[src/rtl/logic_unit_arbiter.sv]
// Round-robin shared 64-bit AND/OR/XOR/ANDN unit; accept in cycle N gives a registered result in N+1.
// One output stage: while the owner withholds resp_ready, both req_ready stay low (backpressure).
module logic_unit_arbiter #(
  parameter int WIDTH = 64,
  parameter int TAGW  = 4
) (
  input  logic             clk,
  input  logic             rst_n,
  input  logic             req0_valid,
  output logic             req0_ready,
  input  logic [1:0]       req0_op,
  input  logic [WIDTH-1:0] req0_a,
  input  logic [WIDTH-1:0] req0_b,
  input  logic [TAGW-1:0]  req0_tag,
  output logic             resp0_valid,
  input  logic             resp0_ready,
  output logic [WIDTH-1:0] resp0_s,
  output logic [TAGW-1:0]  resp0_tag,
  input  logic             req1_valid,
  output logic             req1_ready,
  input  logic [1:0]       req1_op,
  input  logic [WIDTH-1:0] req1_a,
  input  logic [WIDTH-1:0] req1_b,
  input  logic [TAGW-1:0]  req1_tag,
  output logic             resp1_valid,
  input  logic             resp1_ready,
  output logic [WIDTH-1:0] resp1_s,
  output logic [TAGW-1:0]  resp1_tag
);

  typedef enum logic {EMPTY, FULL} state_t;

  state_t           state, state_nxt;
  logic             owner, owner_nxt;
  logic             last_grant, last_grant_nxt;
  logic [WIDTH-1:0] s_q, s_nxt;
  logic [TAGW-1:0]  tag_q, tag_nxt;
  logic             stage_free, gnt0, gnt1;

  function automatic logic [WIDTH-1:0] bitop(input logic [1:0] op,
                                             input logic [WIDTH-1:0] a,
                                             input logic [WIDTH-1:0] b);
    case (op)
      2'b00:   bitop = a & b;
      2'b01:   bitop = a | b;
      2'b10:   bitop = a ^ b;
      default: bitop = a & ~b;
    endcase
  endfunction

  always_ff @(posedge clk or negedge rst_n) begin
    if (!rst_n) begin
      state      <= EMPTY;
      owner      <= 1'b0;
      last_grant <= 1'b1;
      s_q        <= '0;
      tag_q      <= '0;
    end else begin
      state      <= state_nxt;
      owner      <= owner_nxt;
      last_grant <= last_grant_nxt;
      s_q        <= s_nxt;
      tag_q      <= tag_nxt;
    end
  end

  always_comb begin
    state_nxt      = state;
    owner_nxt      = owner;
    last_grant_nxt = last_grant;
    s_nxt          = s_q;
    tag_nxt        = tag_q;
    gnt0           = 1'b0;
    gnt1           = 1'b0;
    // A full stage still frees up when its owner drains it this cycle.
    stage_free = (state == EMPTY) || (owner ? resp1_ready : resp0_ready);

    if (stage_free) begin
      if (req0_valid && req1_valid) begin
        gnt0 = last_grant;
        gnt1 = !last_grant;
      end else begin
        gnt0 = req0_valid;
        gnt1 = req1_valid;
      end
    end

    if (gnt0) begin
      state_nxt      = FULL;
      owner_nxt      = 1'b0;
      last_grant_nxt = 1'b0;
      s_nxt          = bitop(req0_op, req0_a, req0_b);
      tag_nxt        = req0_tag;
    end else if (gnt1) begin
      state_nxt      = FULL;
      owner_nxt      = 1'b1;
      last_grant_nxt = 1'b1;
      s_nxt          = bitop(req1_op, req1_a, req1_b);
      tag_nxt        = req1_tag;
    end else if (state == FULL && stage_free) begin
      state_nxt = EMPTY;
    end
  end

  assign req0_ready  = gnt0;
  assign req1_ready  = gnt1;
  assign resp0_valid = (state == FULL) && !owner;
  assign resp1_valid = (state == FULL) && owner;
  assign resp0_s     = s_q;
  assign resp1_s     = s_q;
  assign resp0_tag   = tag_q;
  assign resp1_tag   = tag_q;

endmodule
[config.mk]
export PLATFORM = sky130hd
export DESIGN_NAME = logic_unit_arbiter
export DESIGN_NICKNAME = d
export VERILOG_FILES = /design/src/rtl/logic_unit_arbiter.sv
export SDC_FILE = /design/constraint.sdc
export NUM_CORES = 1
export LEC_CHECK = 0
export CAP_MARGIN = 30
export CORE_ASPECT_RATIO = 1.25
export CORE_MARGIN = 2
export CORE_UTILIZATION = 40
export CTS_CLUSTER_DIAMETER = 50
export DETAILED_ROUTE_END_ITERATION = 12
export PLACE_DENSITY = 0.75
export SKIP_CTS_REPAIR_TIMING = 1
export SYNTH_ARGS = -nofsm -noshare
export SYNTH_HDL_FRONTEND = slang
export SYNTH_SLANG_ARGS = --single-unit
[constraint.sdc]
create_clock -name clk -period 2.1 [get_ports clk]
set_input_delay 0.63 -clock clk [delete_from_list [all_inputs] [get_ports clk]]
set_output_delay 0.63 -clock clk [all_outputs]
set_load 0.02 [all_outputs]
==> results.md, run 1 <==
- Buf/Inv on CP: 2
- Placement row count: 66
- Leakage: around 8.1 nW
- Remaining global-route overflow: 0
- Worst setup path class: flip-flop to primary output
- Worst hold path type: input pin to asynchronous set/reset pin
- Crit path max-delay cell type: dfrtp_1
- Synth area leaders: dfrtp_1 (17%), ha_1 (16%), xnor2_1 (11%)
- Final max-slew violation count: 0
- Initial DRC count: just over 700
- Cell mode on critical path: buf_6
- Tot GR Track Use: between 20 and 30%
- Largest net degree at the start of global routing: just over 70
- Total Die Area: 0.0274 mm^2
- Data required time of the critical path: 1.47 ns
- Flop pwr share: roughly 20%
- Final RePlAce weighted congestion: roughly 0.90
- CP top delay family: flip-flops
- Core Region: ~0.026 mm^2
- CP Launch Type: flip-flop
- Power Dens Cells: ~780 mW/mm^2
- Final Net Count: about 2,300
- Number of H-tree levels: 3
- Initial cell density of the core: between 40% and 50%
- R2r setup slk: 0.02 ns
- Max Cap Viol: 0
- Inserted Clock Buffers: 9
- Post-synth EDFFs: 0
- Clock Path Buffers: 2
- Leading area contributor after synthesis: dfrtp_1
- Drt total wl: roughly 43 mm
- CP Launch Point: owner$_DFFE_PN0P_
- # setup viols final: 3
- Psw: approximately 6 mW
- Endpoint of the worst register-to-register path: resp0_s[49]$_DFFE_PN0P_
- Crit path time final: 2.23 ns
- Peak Freq: around 0.45 GHz
- First-pass GRT wire length: between 60 and 70 mm
- Post-route ant nets: 0
- Mapped cell area: ~0.010 mm^2
- CTS Sinks: 71
- Post-synth ARST share: 100%
- Post-synthesis cell type count: 27
- Vias: roughly 12,000
- Area growth, synth to finish: 63.7%
- Die X: 149 um
- Post-synthesis sequential area ratio: 17.0%
- Vias in the first global route: ~12,000
- Clock power frac: 13.3%
- Reg area: ~0.0018 mm^2
- Rel. slew slack: ~61%
- Worst-path clk slew: roughly 0.070 ns
- CTS tree: done
- Final worst slack: -0.130 ns
- Most used DFF post-synth: dfrtp_1
- Multi-input gate area: a little under 0.007 mm^2
- Fin crit share: 106%
- Vias per inst: ~5.4
- Initial antenna violation count: 4
- Final hold vios: 0
- Io pins: 414
- Crit Path Max Fanout: 3
- Run status: complete, but fails checks
- Placed cell area: ~0.016 mm^2
- Die height: around 180 um
- R2R depth: 5
- Worst VDD drop: about 0.00054 V
- Synthesis warning total: 0
- Combinational share of power: 66.9%
- Sw frac: 44.2%
- Failing checks: setup timing
- Setup Skew: 0.00681 ns
- CP peak stage delay: between 0.4 and 0.5 ns
- CP Cell Sequence: buf_6 > mux2i_1 > nand2_1 > nand2_2 > a21oi_2 > buf_6
- DR pass1 iterations: 5
- Synth top area share: approximately 17%
- Synthesis-stage register bit count: between 70 and 80
- Internal power: approximately 7.5 mW
- Layout cells sized above 1: 17.7%
- Dpl hpwl: between 20 and 30 mm
- Design area: roughly 0.017 mm^2
- Fillers: 2,066
- Most numerous cell in the Yosys netlist: inv_1
- Root Buffer: clkbuf_16
- Remaining DRCs: 0
- CP endpoint kind: primary output
- RSZ-0062 raised after global routing: true
- Wire per inst: about 19 um
- Port Buffers: 413
- Worst-margin pin slew: slightly below 0.6 ns
- Post-layout util: around two thirds
- Post-Syn Instances: approximately 1,400
- Worst-skew pair later-pin latency: 0.35 ns
- Post-Syn Nets: 1,839
- Origin of the critical flop-to-flop path: owner$_DFFE_PN0P_
- Syn Area/Cell: 7.30 um^2
- Top post-synthesis cells by count: inv_1 (262), nand2_1 (200), ha_1 (134)
- Worst Path Arrival: around 1.6 ns
layout by cell type (no fill, tap or decap), types with 2 or more instances in the layout:
| cell | n |
|---|---|
| clkdlybuf4s50_1 | 399 |
| dlymetal6s2s_1 | 11 |
| buf_4 | 174 |
| a221oi_2 | 61 |
| clkbuf_16 | 22 |
| buf_12 | 28 |
| dfrtp_1 | 70 |
| a221oi_1 | 66 |
| inv_2 | 4 |
| buf_16 | 4 |
| a21oi_1 | 2 |
| ha_1 | 128 |
| clkinv_4 | 4 |
| clkinvlp_4 | 2 |
| ha_4 | 4 |
| mux2i_1 | 5 |
| diode_2 | 5 |
| nand2_1 | 199 |
| buf_8 | 4 |
| bufinv_16 | 2 |
| inv_1 | 258 |
| o21ai_0 | 98 |
| buf_6 | 9 |
| ha_2 | 2 |
| xnor2_1 | 128 |
| nor2_1 | 130 |
| o31ai_1 | 54 |
| o31ai_2 | 10 |
| o21ai_1 | 33 |
cells by family after synthesis:
| family | share of synthesized area [%] |
|---|---|
| and+or+nand+nor | 12.0 |
| xor gates and xnor gates | 10.7 |
| adders and majority gates | 16.1 |
| AOI/OAI and AO/OA | 25.0 |
| DFF | 17.0 |
| buffers and inverters | 18.6 |
| muxes | 0.623 |
power by group through the flow:
stage	Clock, mW	Sequential, mW	Combinational, mW
3_3_place_gp	0	2.64	8.31
2_1_floorplan	0	3.16	4.32
3_5_place_dp	0	2.65	8.48
4_1_cts	1.80	2.65	8.50
6_report	1.77	2.65	8.96
5_1_grt	1.85	2.70	9.53
flip-flops by register name, summed over array words and instances (netlist names):
register,flops
resp0_tag,4
resp0_s,64
owner,1
last_grant,1
state,1
area by class of cell:
| cell class | count | area share, % |
|---|---|---|
| Inverter | 265 | 5.89 |
| Timing Repair Buffer | 642 | 38.6 |
| Antenna cell | 5 | 0.0732 |
| Tap cell | 340 | 2.49 |
| Multi-Input combinational cell | 930 | 40.7 |
| Clock buffer | 9 | 1.32 |
| Clock inverter | 7 | 0.571 |
| Sequential cell | 71 | 10.4 |
stage by stage:
| step | TNS (ns) | power, mW | instances | setup slack [ns] | hold WS, ns |
|---|---|---|---|---|---|
| global route | -0.373 | 14.1 | 2268 | -0.151 | 0.318 |
| floorplan | 0 | 7.48 | 1431 | 0.0216 | 0.334 |
| global placement | -45.63 | 11.0 | 2219 | -0.715 | 0.485 |
| CTS | -25.06 | 12.9 | 2235 | -0.742 | 0.319 |
| detailed placement | -49.45 | 11.1 | 2219 | -0.773 | 0.491 |
| finish | -0.232 | 13.4 | 2269 | -0.130 | 0.307 |
how the worst max path moves through the flow:
stage / endpoint / slack (ns) / cells after the start
3_5_place_dp: resp0_s[49]$_DFFE_PN0P_ / -0.77 / 6
6_report: req1_ready / -0.13 / 6
2_1_floorplan: resp0_s[15]$_DFFE_PN0P_ / 0.02 / 7
5_1_grt: req1_ready / -0.15 / 6
4_1_cts: req0_ready / -0.74 / 5
3_3_place_gp: req0_ready / -0.71 / 5
worst reg2reg max path, delay by kind of cell (launching register included):
kind,cells,cell delay [ns]
AO/OA/AOI/OAI,3,0.71
multiplexers,1,0.34
flip-flops,1,0.43
buffers and inverters,1,0.50
per-layer routing:
layer	GRT usage (%)	routed length [um]
met1	31.6	16400
met2	50.8	21700
met3	4.53	3250
met4	16.2	2130
met5	0	0
Note: power is estimated with default switching activity, not from simulation.
==> inputs of run 2 (changes only) <==
Settings changed: CORE_MARGIN 2 to not set.
==> results.md, run 2 (synthesis results as in run 1) <==
- Worst setup path class: flip-flop to primary output
- Post-layout util: 67.0% (+0.87 points)
- Worst-margin pin slew: 0.428 ns (-0.163 ns)
- Final Net Count: 2,332 (+0.21%)
- Worst-path clk slew: 0.06 ns (about the same)
- First-pass GRT wire length: 59.3 mm (-3.9%)
- Die height: 183 um (-1.1%)
- CP endpoint kind: primary output
- Run status: complete, but fails checks
- Crit path max-delay cell type: dfrtp_1
- CP peak stage delay: 0.42 ns (about the same)
- Io pins: 414 (unchanged)
- Dpl hpwl: 29.7 mm (+1.5%)
- Initial DRC count: 632 (-11%)
- Most common cell after layout, fill and taps aside: clkdlybuf4s50_1
- Worst Path Arrival: 1.61 ns (about the same)
- Hold Slack: 0.180 ns (-0.128 ns)
- Setup TNS: -0.388 ns (-0.156 ns)
- Origin of the critical flop-to-flop path: owner$_DFFE_PN0P_
- Total Die Area: 0.0268 mm^2 (-2.4%)
- Placed cells: 2,218 (-0.045%)
- CTS tree: done
- Post-route ant nets: 0 (unchanged)
- Vias per inst: 5.30 (-2.0%)
- Tot GR Track Use: 28.0% (-0.27 points)
- Final hold vios: 0 (unchanged)
- Max Cap Viol: 0 (unchanged)
- Largest net degree at the start of global routing: 66 (-8.3%)
- Buf/Inv on CP: 2 (unchanged)
- Max reg flops: 64 (unchanged)
- R2r setup slk: -0.03 ns (-0.05 ns)
- R2R depth: 7 (+2)
- Remaining DRCs: 0 (unchanged)
- Peak Freq: 0.446 GHz (-0.50%)
- Crit path time final: 2.24 ns (+0.0112 ns)
- Rel. slew slack: 71.5% (+11 points)
- Remaining global-route overflow: 0 (unchanged)
- CP Launch Type: flip-flop
- Root Buffer: clkbuf_16
- Setup Skew: 0.00350 ns (-0.00332 ns)
- Finished Layout Cells: 2,267 (-0.088%)
- Endpoint of the worst register-to-register path: resp0_s[14]$_DFFE_PN0P_
- Port Buffers: 413 (unchanged)
- Worst hold path type: input pin to asynchronous set/reset pin
- Core Region: 0.0255 mm^2 (-1.5%)
- Worst-skew pair later-pin latency: 0.36 ns (about the same)
- Power Dens Cells: 775 mW/mm^2 (-0.97%)
- Final worst slack: -0.141 ns (-0.0112 ns)
- Most frequent cells in the layout: clkdlybuf4s50_1 (403), inv_1 (259), nand2_1 (200)
- Wire per inst: 18.0 um (-5.9%)
- Data required time of the critical path: 1.47 ns (about the same)
- Die X: 147 um (-1.3%)
- Initial cell density of the core: 41.0% (+0.62 points)
- Placement row count: 65 (-1.5%)
- Pre-CTS setup slack: -0.750 ns (+0.0228 ns)
- Crit Path Max Fanout: 3 (unchanged)
- # setup viols final: 19 (+16)
- Drt total wl: 40.9 mm (-6.0%)
- Final RePlAce weighted congestion: 0.918 (+2.2%)
- Area growth, synth to finish: 63.3%
- Worst VDD drop: 0.000541 V (+0.63%)
- Final max-slew violation count: 0 (unchanged)
- RSZ-0062 raised after global routing: true
- Clock Path Buffers: 2 (unchanged)
- Layout cells sized above 1: 17.4% (-0.31 points)
- DR pass1 iterations: 5 (unchanged)
- Inserted Clock Buffers: 9 (unchanged)
- CP top delay family: flip-flops
- CTS Sinks: 71 (unchanged)
- Number of H-tree levels: 3 (unchanged)
- Failing checks: setup timing
- Initial antenna violation count: 2 (-2)
- Leakage: 8.11 nW (-0.37%)
- Fin crit share: 107% (+0.54 points)
- Vias: 12,012 (-2.1%)
- Vias in the first global route: 11,600 (-5.5%)
- CP Cell Sequence: mux2_4 > o211ai_4 > clkinv_2 > buf_6
-- run 2: changes by cell type in the layout (fill, tap and decap cells not counted), sizes merged --
cell / change
diode: -2
buf: +5
dlymetal6s2s: -4
clkinv: +1
clkdlybuf4s50: +4
clkinvlp: -1
-- run 2: final cells by class --
type                    instances  area [um^2]
diodes                          3         7.51
well taps                     335          419
flip-flops and latches         71         1780
clock buffers                   9          225
inverters                     265         1000
fillers                      2066         8400
clock inverters                 7         87.6
repair buffers                647         6650
multi-input cells             930         6890
-- run 2: worst max-delay path by stage --
stage / from / endpoint / slack (ns) / cells past startpoint
2_1_floorplan: req0_op[0] / resp0_s[15]$_DFFE_PN0P_ / 0.02 / 7
3_3_place_gp: resp1_ready / req0_ready / -0.75 / 5
3_5_place_dp: resp1_ready / req0_ready / -0.75 / 5
4_1_cts: resp1_ready / req0_ready / -0.76 / 5
5_1_grt: owner$_DFFE_PN0P_ / req0_ready / -0.19 / 4
6_report: owner$_DFFE_PN0P_ / req0_ready / -0.14 / 4
-- run 2: metal layers --
metal	track usage, %	up-vias	share of wire, %
li1	-	5679	-
met1	32.1	5735	40
met2	50.4	494	51
met3	4.23	104	5.9
met4	14.0	0	4.0
met5	0	-	0
-- run 2: report_power, final --
part	internal (mW)	total [mW]	switching, mW
logic	4.40	8.83	4.43
clock network	1.03	1.76	0.725
registers	1.99	2.64	0.645
total	7.42	13.2	5.80
-- run 2: per-stage QoR --
| step | cell area (um^2) | power, mW |
|---|---|---|
| final | 17100 | 13.2 |
| after global routing | 17100 | 13.9 |
| after CTS | 16400 | 12.9 |
| after detailed placement | 16100 | 11.1 |
| after global placement | 16100 | 10.9 |
| after floorplan | 10400 | 7.48 |
